File: src/rtl/logic_proc_sequencer_if.sv
// Command/result handshake and processor button-interface bundle for logic_proc_sequencer.
// slave: the sequencer side; master: the host and processor side.
interface logic_proc_sequencer_if;
  localparam int unsigned DW = 8;

  logic          cmd_valid;
  logic          cmd_ready;
  logic [DW-1:0] cmd_a;
  logic [DW-1:0] cmd_b;
  logic          cmd_lda;
  logic          cmd_ldb;
  logic [2:0]    cmd_f;
  logic [1:0]    cmd_r;

  logic [DW-1:0] Din;
  logic          loadA;
  logic          loadB;
  logic          execute;
  logic [2:0]    F;
  logic [1:0]    R;
  logic [DW-1:0] Aval;
  logic [DW-1:0] Bval;

  logic          res_valid;
  logic [DW-1:0] res_a;
  logic [DW-1:0] res_b;
  logic          res_err;
  logic [DW-1:0] err_cnt;

  modport slave (
    input  cmd_valid, cmd_a, cmd_b, cmd_lda, cmd_ldb, cmd_f, cmd_r, Aval, Bval,
    output cmd_ready, Din, loadA, loadB, execute, F, R,
           res_valid, res_a, res_b, res_err, err_cnt
  );

  modport master (
    output cmd_valid, cmd_a, cmd_b, cmd_lda, cmd_ldb, cmd_f, cmd_r, Aval, Bval,
    input  cmd_ready, Din, loadA, loadB, execute, F, R,
           res_valid, res_a, res_b, res_err, err_cnt
  );
endinterface

File: src/rtl/logic_proc_sequencer.sv
// Command-driven sequencer for the bit-serial logic processor: strobes loadA/loadB/execute,
// drives Din/F/R and captures Aval/Bval. Optional result checker: LOGIC_PROC_CHECK_EN.
module logic_proc_sequencer #(
  parameter int unsigned PULSE_CYCLES  = 1,
  parameter int unsigned EXEC_CYCLES   = 11,
  parameter int unsigned SETTLE_CYCLES = 2
) (
  input logic                   clk,
  input logic                   reset,
  logic_proc_sequencer_if.slave bus
);
  localparam int unsigned DW         = 8;
  localparam int unsigned MAX_A      = (PULSE_CYCLES > EXEC_CYCLES) ? PULSE_CYCLES : EXEC_CYCLES;
  localparam int unsigned MAX_CYCLES = (MAX_A > SETTLE_CYCLES) ? MAX_A : SETTLE_CYCLES;
  localparam int unsigned CW         = $clog2(MAX_CYCLES) + 1;
  // Execute stays high through RESULT as well, so EXEC_HI itself is one settle cycle shorter.
  localparam int unsigned HI_CYCLES  = (SETTLE_CYCLES > 1) ? SETTLE_CYCLES - 1 : 1;

  typedef enum logic [2:0] {
    S_IDLE, S_LDA_LO, S_LDA_HI, S_LDB_LO, S_LDB_HI, S_EXEC_LO, S_EXEC_HI, S_RESULT
  } state_t;

  typedef struct packed {
    logic [DW-1:0] a;
    logic [DW-1:0] b;
    logic          ldb;
    logic [2:0]    f;
    logic [1:0]    r;
  } cmd_t;

  state_t        state_q, state_d;
  logic [CW-1:0] cnt_q, cnt_d;
  cmd_t          cmd_q, cmd_d;
  logic          ready_q, ready_d;
  logic          load_a_q, load_a_d, load_b_q, load_b_d, exec_q, exec_d;
  logic [DW-1:0] din_q, din_d;
  logic          res_valid_q, res_valid_d;
  logic [DW-1:0] res_a_q, res_a_d, res_b_q, res_b_d;
  logic          capture_c;

  // Reload value of the shared down-counter for each timed state.
  function automatic logic [CW-1:0] dur(input state_t s);
    case (s)
      S_LDA_LO, S_LDB_LO: dur = CW'(PULSE_CYCLES - 1);
      S_EXEC_LO:          dur = CW'(EXEC_CYCLES - 1);
      S_EXEC_HI:          dur = CW'(HI_CYCLES - 1);
      default:            dur = '0;
    endcase
  endfunction

  assign capture_c = (state_q == S_EXEC_HI) && (cnt_q == '0);

  // Next state, counter and next registered outputs (decoded from the next state).
  always_comb begin
    state_d     = state_q;
    cnt_d       = cnt_q;
    cmd_d       = cmd_q;
    res_a_d     = res_a_q;
    res_b_d     = res_b_q;
    case (state_q)
      S_IDLE: if (bus.cmd_valid) begin
        cmd_d   = '{a: bus.cmd_a, b: bus.cmd_b, ldb: bus.cmd_ldb, f: bus.cmd_f, r: bus.cmd_r};
        state_d = bus.cmd_lda ? S_LDA_LO : (bus.cmd_ldb ? S_LDB_LO : S_EXEC_LO);
      end
      S_LDA_LO:  if (cnt_q == '0) state_d = S_LDA_HI;  else cnt_d = cnt_q - CW'(1);
      S_LDA_HI:  state_d = cmd_q.ldb ? S_LDB_LO : S_EXEC_LO;
      S_LDB_LO:  if (cnt_q == '0) state_d = S_LDB_HI;  else cnt_d = cnt_q - CW'(1);
      S_LDB_HI:  state_d = S_EXEC_LO;
      S_EXEC_LO: if (cnt_q == '0) state_d = S_EXEC_HI; else cnt_d = cnt_q - CW'(1);
      S_EXEC_HI: if (capture_c) begin
        state_d = S_RESULT;
        res_a_d = bus.Aval;
        res_b_d = bus.Bval;
      end else begin
        cnt_d = cnt_q - CW'(1);
      end
      S_RESULT:  state_d = S_IDLE;
      default:   state_d = S_IDLE;
    endcase
    if (state_d != state_q) cnt_d = dur(state_d);

    ready_d     = (state_d == S_IDLE);
    load_a_d    = (state_d != S_LDA_LO);
    load_b_d    = (state_d != S_LDB_LO);
    exec_d      = (state_d != S_EXEC_LO);
    res_valid_d = (state_d == S_RESULT);
    if (state_d == S_LDA_LO || state_d == S_LDA_HI)      din_d = cmd_d.a;
    else if (state_d == S_LDB_LO || state_d == S_LDB_HI) din_d = cmd_d.b;
    else                                                 din_d = '0;
  end

  // State and output registers; reset forces every strobe high at once.
  always_ff @(posedge clk or negedge reset) begin
    if (!reset) begin
      state_q     <= S_IDLE;
      cnt_q       <= '0;
      cmd_q       <= '0;
      ready_q     <= 1'b1;
      load_a_q    <= 1'b1;
      load_b_q    <= 1'b1;
      exec_q      <= 1'b1;
      din_q       <= '0;
      res_valid_q <= 1'b0;
      res_a_q     <= '0;
      res_b_q     <= '0;
    end else begin
      state_q     <= state_d;
      cnt_q       <= cnt_d;
      cmd_q       <= cmd_d;
      ready_q     <= ready_d;
      load_a_q    <= load_a_d;
      load_b_q    <= load_b_d;
      exec_q      <= exec_d;
      din_q       <= din_d;
      res_valid_q <= res_valid_d;
      res_a_q     <= res_a_d;
      res_b_q     <= res_b_d;
    end
  end

  assign bus.cmd_ready = ready_q;
  assign bus.loadA     = load_a_q;
  assign bus.loadB     = load_b_q;
  assign bus.execute   = exec_q;
  assign bus.Din       = din_q;
  assign bus.F         = cmd_q.f;
  assign bus.R         = cmd_q.r;
  assign bus.res_valid = res_valid_q;
  assign bus.res_a     = res_a_q;
  assign bus.res_b     = res_b_q;

`ifdef LOGIC_PROC_CHECK_EN
  logic [DW-1:0] sa_q, sa_d, sb_q, sb_d, f_val, exp_a, exp_b;
  logic          err_q, err_d, mism;
  logic [DW-1:0] err_cnt_q, err_cnt_d;

  // Shadow model of the processor registers and result comparison at capture.
  always_comb begin
    sa_d      = sa_q;
    sb_d      = sb_q;
    err_d     = 1'b0;
    err_cnt_d = err_cnt_q;
    case (cmd_q.f)
      3'b000:  f_val = sa_q & sb_q;
      3'b001:  f_val = sa_q | sb_q;
      3'b010:  f_val = sa_q ^ sb_q;
      3'b011:  f_val = '1;
      3'b100:  f_val = ~(sa_q & sb_q);
      3'b101:  f_val = ~(sa_q | sb_q);
      3'b110:  f_val = ~(sa_q ^ sb_q);
      default: f_val = '0;
    endcase
    case (cmd_q.r)
      2'b00:   begin exp_a = sa_q;  exp_b = sb_q;  end
      2'b01:   begin exp_a = sa_q;  exp_b = f_val; end
      2'b10:   begin exp_a = f_val; exp_b = sb_q;  end
      default: begin exp_a = sb_q;  exp_b = sa_q;  end
    endcase
    mism = (bus.Aval != exp_a) || (bus.Bval != exp_b);
    if (state_q == S_LDA_LO) sa_d = cmd_q.a;
    if (state_q == S_LDB_LO) sb_d = cmd_q.b;
    if (capture_c) begin
      err_d = mism;
      if (mism && err_cnt_q != 8'hFF) err_cnt_d = err_cnt_q + 8'd1;
      sa_d = exp_a;
      sb_d = exp_b;
    end
  end

  // Checker registers.
  always_ff @(posedge clk or negedge reset) begin
    if (!reset) begin
      sa_q      <= '0;
      sb_q      <= '0;
      err_q     <= 1'b0;
      err_cnt_q <= '0;
    end else begin
      sa_q      <= sa_d;
      sb_q      <= sb_d;
      err_q     <= err_d;
      err_cnt_q <= err_cnt_d;
    end
  end

  assign bus.res_err = err_q;
  assign bus.err_cnt = err_cnt_q;
`else
  assign bus.res_err = 1'b0;
  assign bus.err_cnt = '0;
`endif
endmodule

File: src/flat_wrapper.sv
// flat-port wrapper written by rule: the top's interface ports become plain ports
module logic_proc_sequencer_flat 
#(
  parameter int unsigned PULSE_CYCLES  = 1,
  parameter int unsigned EXEC_CYCLES   = 11,
  parameter int unsigned SETTLE_CYCLES = 2
)
  (clk, reset, bus_cmd_valid, bus_cmd_a, bus_cmd_b, bus_cmd_lda, bus_cmd_ldb, bus_cmd_f, bus_cmd_r, bus_Aval, bus_Bval, bus_cmd_ready, bus_Din, bus_loadA, bus_loadB, bus_execute, bus_F, bus_R, bus_res_valid, bus_res_a, bus_res_b, bus_res_err, bus_err_cnt);
  logic_proc_sequencer_if bus_i ();
  input logic clk;
  input logic reset;
  input wire logic [$bits(bus_i.cmd_valid)-1:0] bus_cmd_valid;
  input wire logic [$bits(bus_i.cmd_a)-1:0] bus_cmd_a;
  input wire logic [$bits(bus_i.cmd_b)-1:0] bus_cmd_b;
  input wire logic [$bits(bus_i.cmd_lda)-1:0] bus_cmd_lda;
  input wire logic [$bits(bus_i.cmd_ldb)-1:0] bus_cmd_ldb;
  input wire logic [$bits(bus_i.cmd_f)-1:0] bus_cmd_f;
  input wire logic [$bits(bus_i.cmd_r)-1:0] bus_cmd_r;
  input wire logic [$bits(bus_i.Aval)-1:0] bus_Aval;
  input wire logic [$bits(bus_i.Bval)-1:0] bus_Bval;
  output wire logic [$bits(bus_i.cmd_ready)-1:0] bus_cmd_ready;
  output wire logic [$bits(bus_i.Din)-1:0] bus_Din;
  output wire logic [$bits(bus_i.loadA)-1:0] bus_loadA;
  output wire logic [$bits(bus_i.loadB)-1:0] bus_loadB;
  output wire logic [$bits(bus_i.execute)-1:0] bus_execute;
  output wire logic [$bits(bus_i.F)-1:0] bus_F;
  output wire logic [$bits(bus_i.R)-1:0] bus_R;
  output wire logic [$bits(bus_i.res_valid)-1:0] bus_res_valid;
  output wire logic [$bits(bus_i.res_a)-1:0] bus_res_a;
  output wire logic [$bits(bus_i.res_b)-1:0] bus_res_b;
  output wire logic [$bits(bus_i.res_err)-1:0] bus_res_err;
  output wire logic [$bits(bus_i.err_cnt)-1:0] bus_err_cnt;
  assign bus_i.cmd_valid = bus_cmd_valid;
  assign bus_i.cmd_a = bus_cmd_a;
  assign bus_i.cmd_b = bus_cmd_b;
  assign bus_i.cmd_lda = bus_cmd_lda;
  assign bus_i.cmd_ldb = bus_cmd_ldb;
  assign bus_i.cmd_f = bus_cmd_f;
  assign bus_i.cmd_r = bus_cmd_r;
  assign bus_i.Aval = bus_Aval;
  assign bus_i.Bval = bus_Bval;
  assign bus_cmd_ready = bus_i.cmd_ready;
  assign bus_Din = bus_i.Din;
  assign bus_loadA = bus_i.loadA;
  assign bus_loadB = bus_i.loadB;
  assign bus_execute = bus_i.execute;
  assign bus_F = bus_i.F;
  assign bus_R = bus_i.R;
  assign bus_res_valid = bus_i.res_valid;
  assign bus_res_a = bus_i.res_a;
  assign bus_res_b = bus_i.res_b;
  assign bus_res_err = bus_i.res_err;
  assign bus_err_cnt = bus_i.err_cnt;
  logic_proc_sequencer #(.PULSE_CYCLES(PULSE_CYCLES), .EXEC_CYCLES(EXEC_CYCLES), .SETTLE_CYCLES(SETTLE_CYCLES)) u_core (.clk(clk), .reset(reset), .bus(bus_i));
endmodule
File: config.mk
export PLATFORM = sky130hd
export DESIGN_NAME = logic_proc_sequencer_flat
export DESIGN_NICKNAME = d
export VERILOG_FILES = /design/src/rtl/logic_proc_sequencer_if.sv /design/src/rtl/logic_proc_sequencer.sv /design/src/flat_wrapper.sv
export SDC_FILE = /design/constraint.sdc
export NUM_CORES = 1
export LEC_CHECK = 0
export ABC_AREA = 1
export ABC_CLOCK_PERIOD_IN_PS = 2100
export CAP_MARGIN = 20
export CORE_MARGIN = 2
export CORE_UTILIZATION = 46
export DETAILED_ROUTE_END_ITERATION = 12
export PLACE_DENSITY = 0.77
export SLEW_MARGIN = 10
export SYNTH_ARGS = -nofsm -noshare
export SYNTH_HDL_FRONTEND = slang
export SYNTH_SLANG_ARGS = --single-unit
export TNS_END_PERCENT = 50
File: constraint.sdc
create_clock -name clk -period 2.1 [get_ports clk]
set_clock_uncertainty 0.1 [all_clocks]
set_input_delay 0.63 -clock clk [delete_from_list [all_inputs] [get_ports clk]]
set_output_delay 0.63 -clock clk [all_outputs]
set_load 0.01 [all_outputs]
==> results.md <==
- Mapped Avg Cell Area: 8.65 um^2
- Reg2reg path depth: 13
- Vias in the first global route: 2179
- VDD IR max: 0.798 mV
- # diodes: 0
- CP max-delay cell: clkdlybuf4s50_1
- Met1 wire length: 2690 um
- Clock Latency Late Sink: 0.33 ns
- Synthesis Warnings: 0
- Iter 0 DRT Violations: 137
- Area Growth Syn to Fin: 39.7%
- ANT nets after route: 0
- CTS buffer count: 9
- Worst setup margin: 0.137 ns
- Largest net degree at the start of global routing: 27
- Hpwl dp: 4450 um
- CP bufs+invs: 1
- Fin crit share: 93.5%
- Worst path max stage delay: 0.56 ns
- Placed Cells: 462
- CP max FO: 2
- Core area: 5570 um^2
- Reg-to-Reg Start: u_core.cnt_q[0]
- Commonest non-fill, non-tap cell in the layout: nand2_1
- Clk sinks: 59
- Most frequent cells in the layout: nand2_1, clkdlybuf4s50_1, dfrtp_1
- Root Driver: clkbuf_8
- Pleak: 1.91 nW
- Max-Cap Viols: 0
- Clk buf depth: 2
- DIE WIDTH: 80.5 um
- Crit path kind: register to output pin
- Share of cells above drive strength 1: 16.0%
- Routed wl met3: 301 um
- Initial antenna violation count: 0
- Req. time, crit path: 1.37 ns
- Sequential cell area fraction in the yosys report: 55.1%
- Fmax: 509 MHz
- H-tree depth: 3
- Top sig layer: met4
- Fin area: 3760 um^2
- Worst min path class: input port to async pin
- CTS tree: built
- Non-Filler Instances: 478
- DR vias: 2193
- CP Launch Type: register
- Reg-to-reg slack, setup: 0.19 ns
- Die ar.: 6480 um^2
- Initial Util: 48.3%
- Clock Pin Slew Worst Setup and Hold Paths: 0.06 ns
- Total I/O pin count: 85
- Routed WL: 5960 um
- TritonRoute pass-1 iters: 4
- Slew Limit Fails: 0
- Gpl congestion: 0.844
- Worst flop-to-flop path endpoint: u_core.bus.Din[6]
- Metal2 WL: 2910 um
- WL/cell: 12.5 um
- Vias per cell: 4.59
- Placed Area: 3550 um^2
- Final Hold Viols: 0
- Port bufs: 75
- Worst Setup End Kind: output pin
- Post-synthesis cell count: 311
- # setup viols final: 0
- Mapped Area: 2690 um^2
- Minimum clock period: 1.96 ns
- Synth Register Bits: 59
- Dpl ws: -0.133 ns
- Die Y: 80.5 um
- Hold_buf cts: 0
- Setup Buffers After CTS: 0
- First-pass GRT wire length: 10000 um
- PwrDens: 1500 nW/um^2
- Layout Nets: 445
- GRT Total Usage: 20.5%
- Worst path cell trace: clkdlybuf4s50_1
- Status: completed
- GR Overflow Total: 0
- CP arrival: 1.23 ns
- Site Rows: 27
- Distinct cells, synth: 24
- CP delay by family, top: buffers and inverters
- Post-route DRC violation count: 0
## per-layer routing
layer | up-vias | global-route usage [%]
met5 | - | 0
met4 | 0 | 9.49
met3 | 5 | 3.93
met2 | 54 | 33.3
met1 | 1027 | 26.4
li1 | 1107 | -
## synth_stat cells
master,number,area share [%]
buf_2,6,1.1
o21ai_4,1,0.60
clkinv_1,1,0.14
nor2_8,1,0.74
nand3_1,16,3.0
dfrtp_1,55,51
nor2_2,4,0.93
nand2_2,4,0.93
inv_2,7,0.98
ha_1,2,0.93
dfstp_2,4,3.9
nand4_1,3,0.70
nor2_4,3,1.3
buf_4,14,3.9
xnor2_1,1,0.33
o21ai_0,1,0.19
inv_1,16,2.2
a21oi_1,3,0.56
nand3_4,2,1.3
nand2_4,4,1.7
conb_1,1,0.14
nand2_1,153,21
nor2_1,6,0.84
nand3_2,3,1.1
## worst max path at each step
stage          depth (start not counted)                end  slack, ns           startpoint
2_1_floorplan                         13    u_core.cnt_q[0]       0.35      u_core.cnt_q[0]
3_3_place_gp                          10  u_core.bus.Din[4]      -0.04        bus_cmd_valid
3_5_place_dp                          10  u_core.bus.Din[6]      -0.13        bus_cmd_valid
4_1_cts                                1       bus_res_a[7]       0.11  u_core.bus.res_a[7]
5_1_grt                               13  u_core.bus.Din[6]     -0.007      u_core.cnt_q[1]
6_report                               1       bus_res_a[7]       0.14  u_core.bus.res_a[7]
## stage by stage
| step | util (%) | power (mW) | hold WS, ns | setup TNS [ns] |
|---|---|---|---|---|
| 2_1_floorplan | - | 3.56 | 0.234 | 0 |
| 3_3_place_gp | 63.7 | 4.53 | 0.353 | -0.301 |
| 3_5_place_dp | 63.7 | 4.63 | 0.359 | -0.979 |
| 4_1_cts | 67.3 | 5.68 | 0.0879 | 0 |
| 5_1_grt | 67.4 | 6.11 | 0.101 | -0.00721 |
| 6_report | 67.4 | 5.65 | 0.0937 | 0 |
## report_power, final
part | internal, mW | total [mW] | switching [mW] | leakage, nW
Sequential | 1.68 | 1.95 | 0.262 | 0.719
Combinational | 1.19 | 2.66 | 1.46 | 1.09
Clock | 0.611 | 1.04 | 0.431 | 0.106
Total | 3.49 | 5.65 | 2.16 | 1.91
## flip-flops by register name, summed over array words and instances (netlist names), 2 cells and up
register          count
u_core.state_q        3
u_core.bus.res_a      8
u_core.bus.Din        8
u_core.cmd_q         17
u_core.cnt_q          5
u_core.bus.res_b      8
u_core.bus.F          3
u_core.bus.R          2
## repair_timing
action / CTS / global route
pin swaps: 0 / 0
endpoints found under the setup margin: 4 / 2
gates resized for setup: 4 / 1
cloned: 0 / 0
## cell families after synthesis
logic type | after synthesis | synth area share (%)
XOR/XNOR | 1 | 0.326
AO/OA/AOI/OAI | 5 | 1.35
other | 1 | 0.139
AND/OR/NAND/NOR | 199 | 33.8
adder cells (fa/ha/maj) | 2 | 0.930
buffers and inverters | 44 | 8.37
flip-flops | 59 | 55.1
## layout make-up
cell class                      count  area, um^2
Clock buffer                       12         155
Inverter                           24        90.1
Clock inverter                      4        48.8
Fill cell                         442        1820
Multi-Input combinational cell    216        1020
Timing Repair Buffer               91         873
Sequential cell                    59        1480
Tap cell                           72        90.1
No activity file was read; power rests on OpenSTA's default activity.
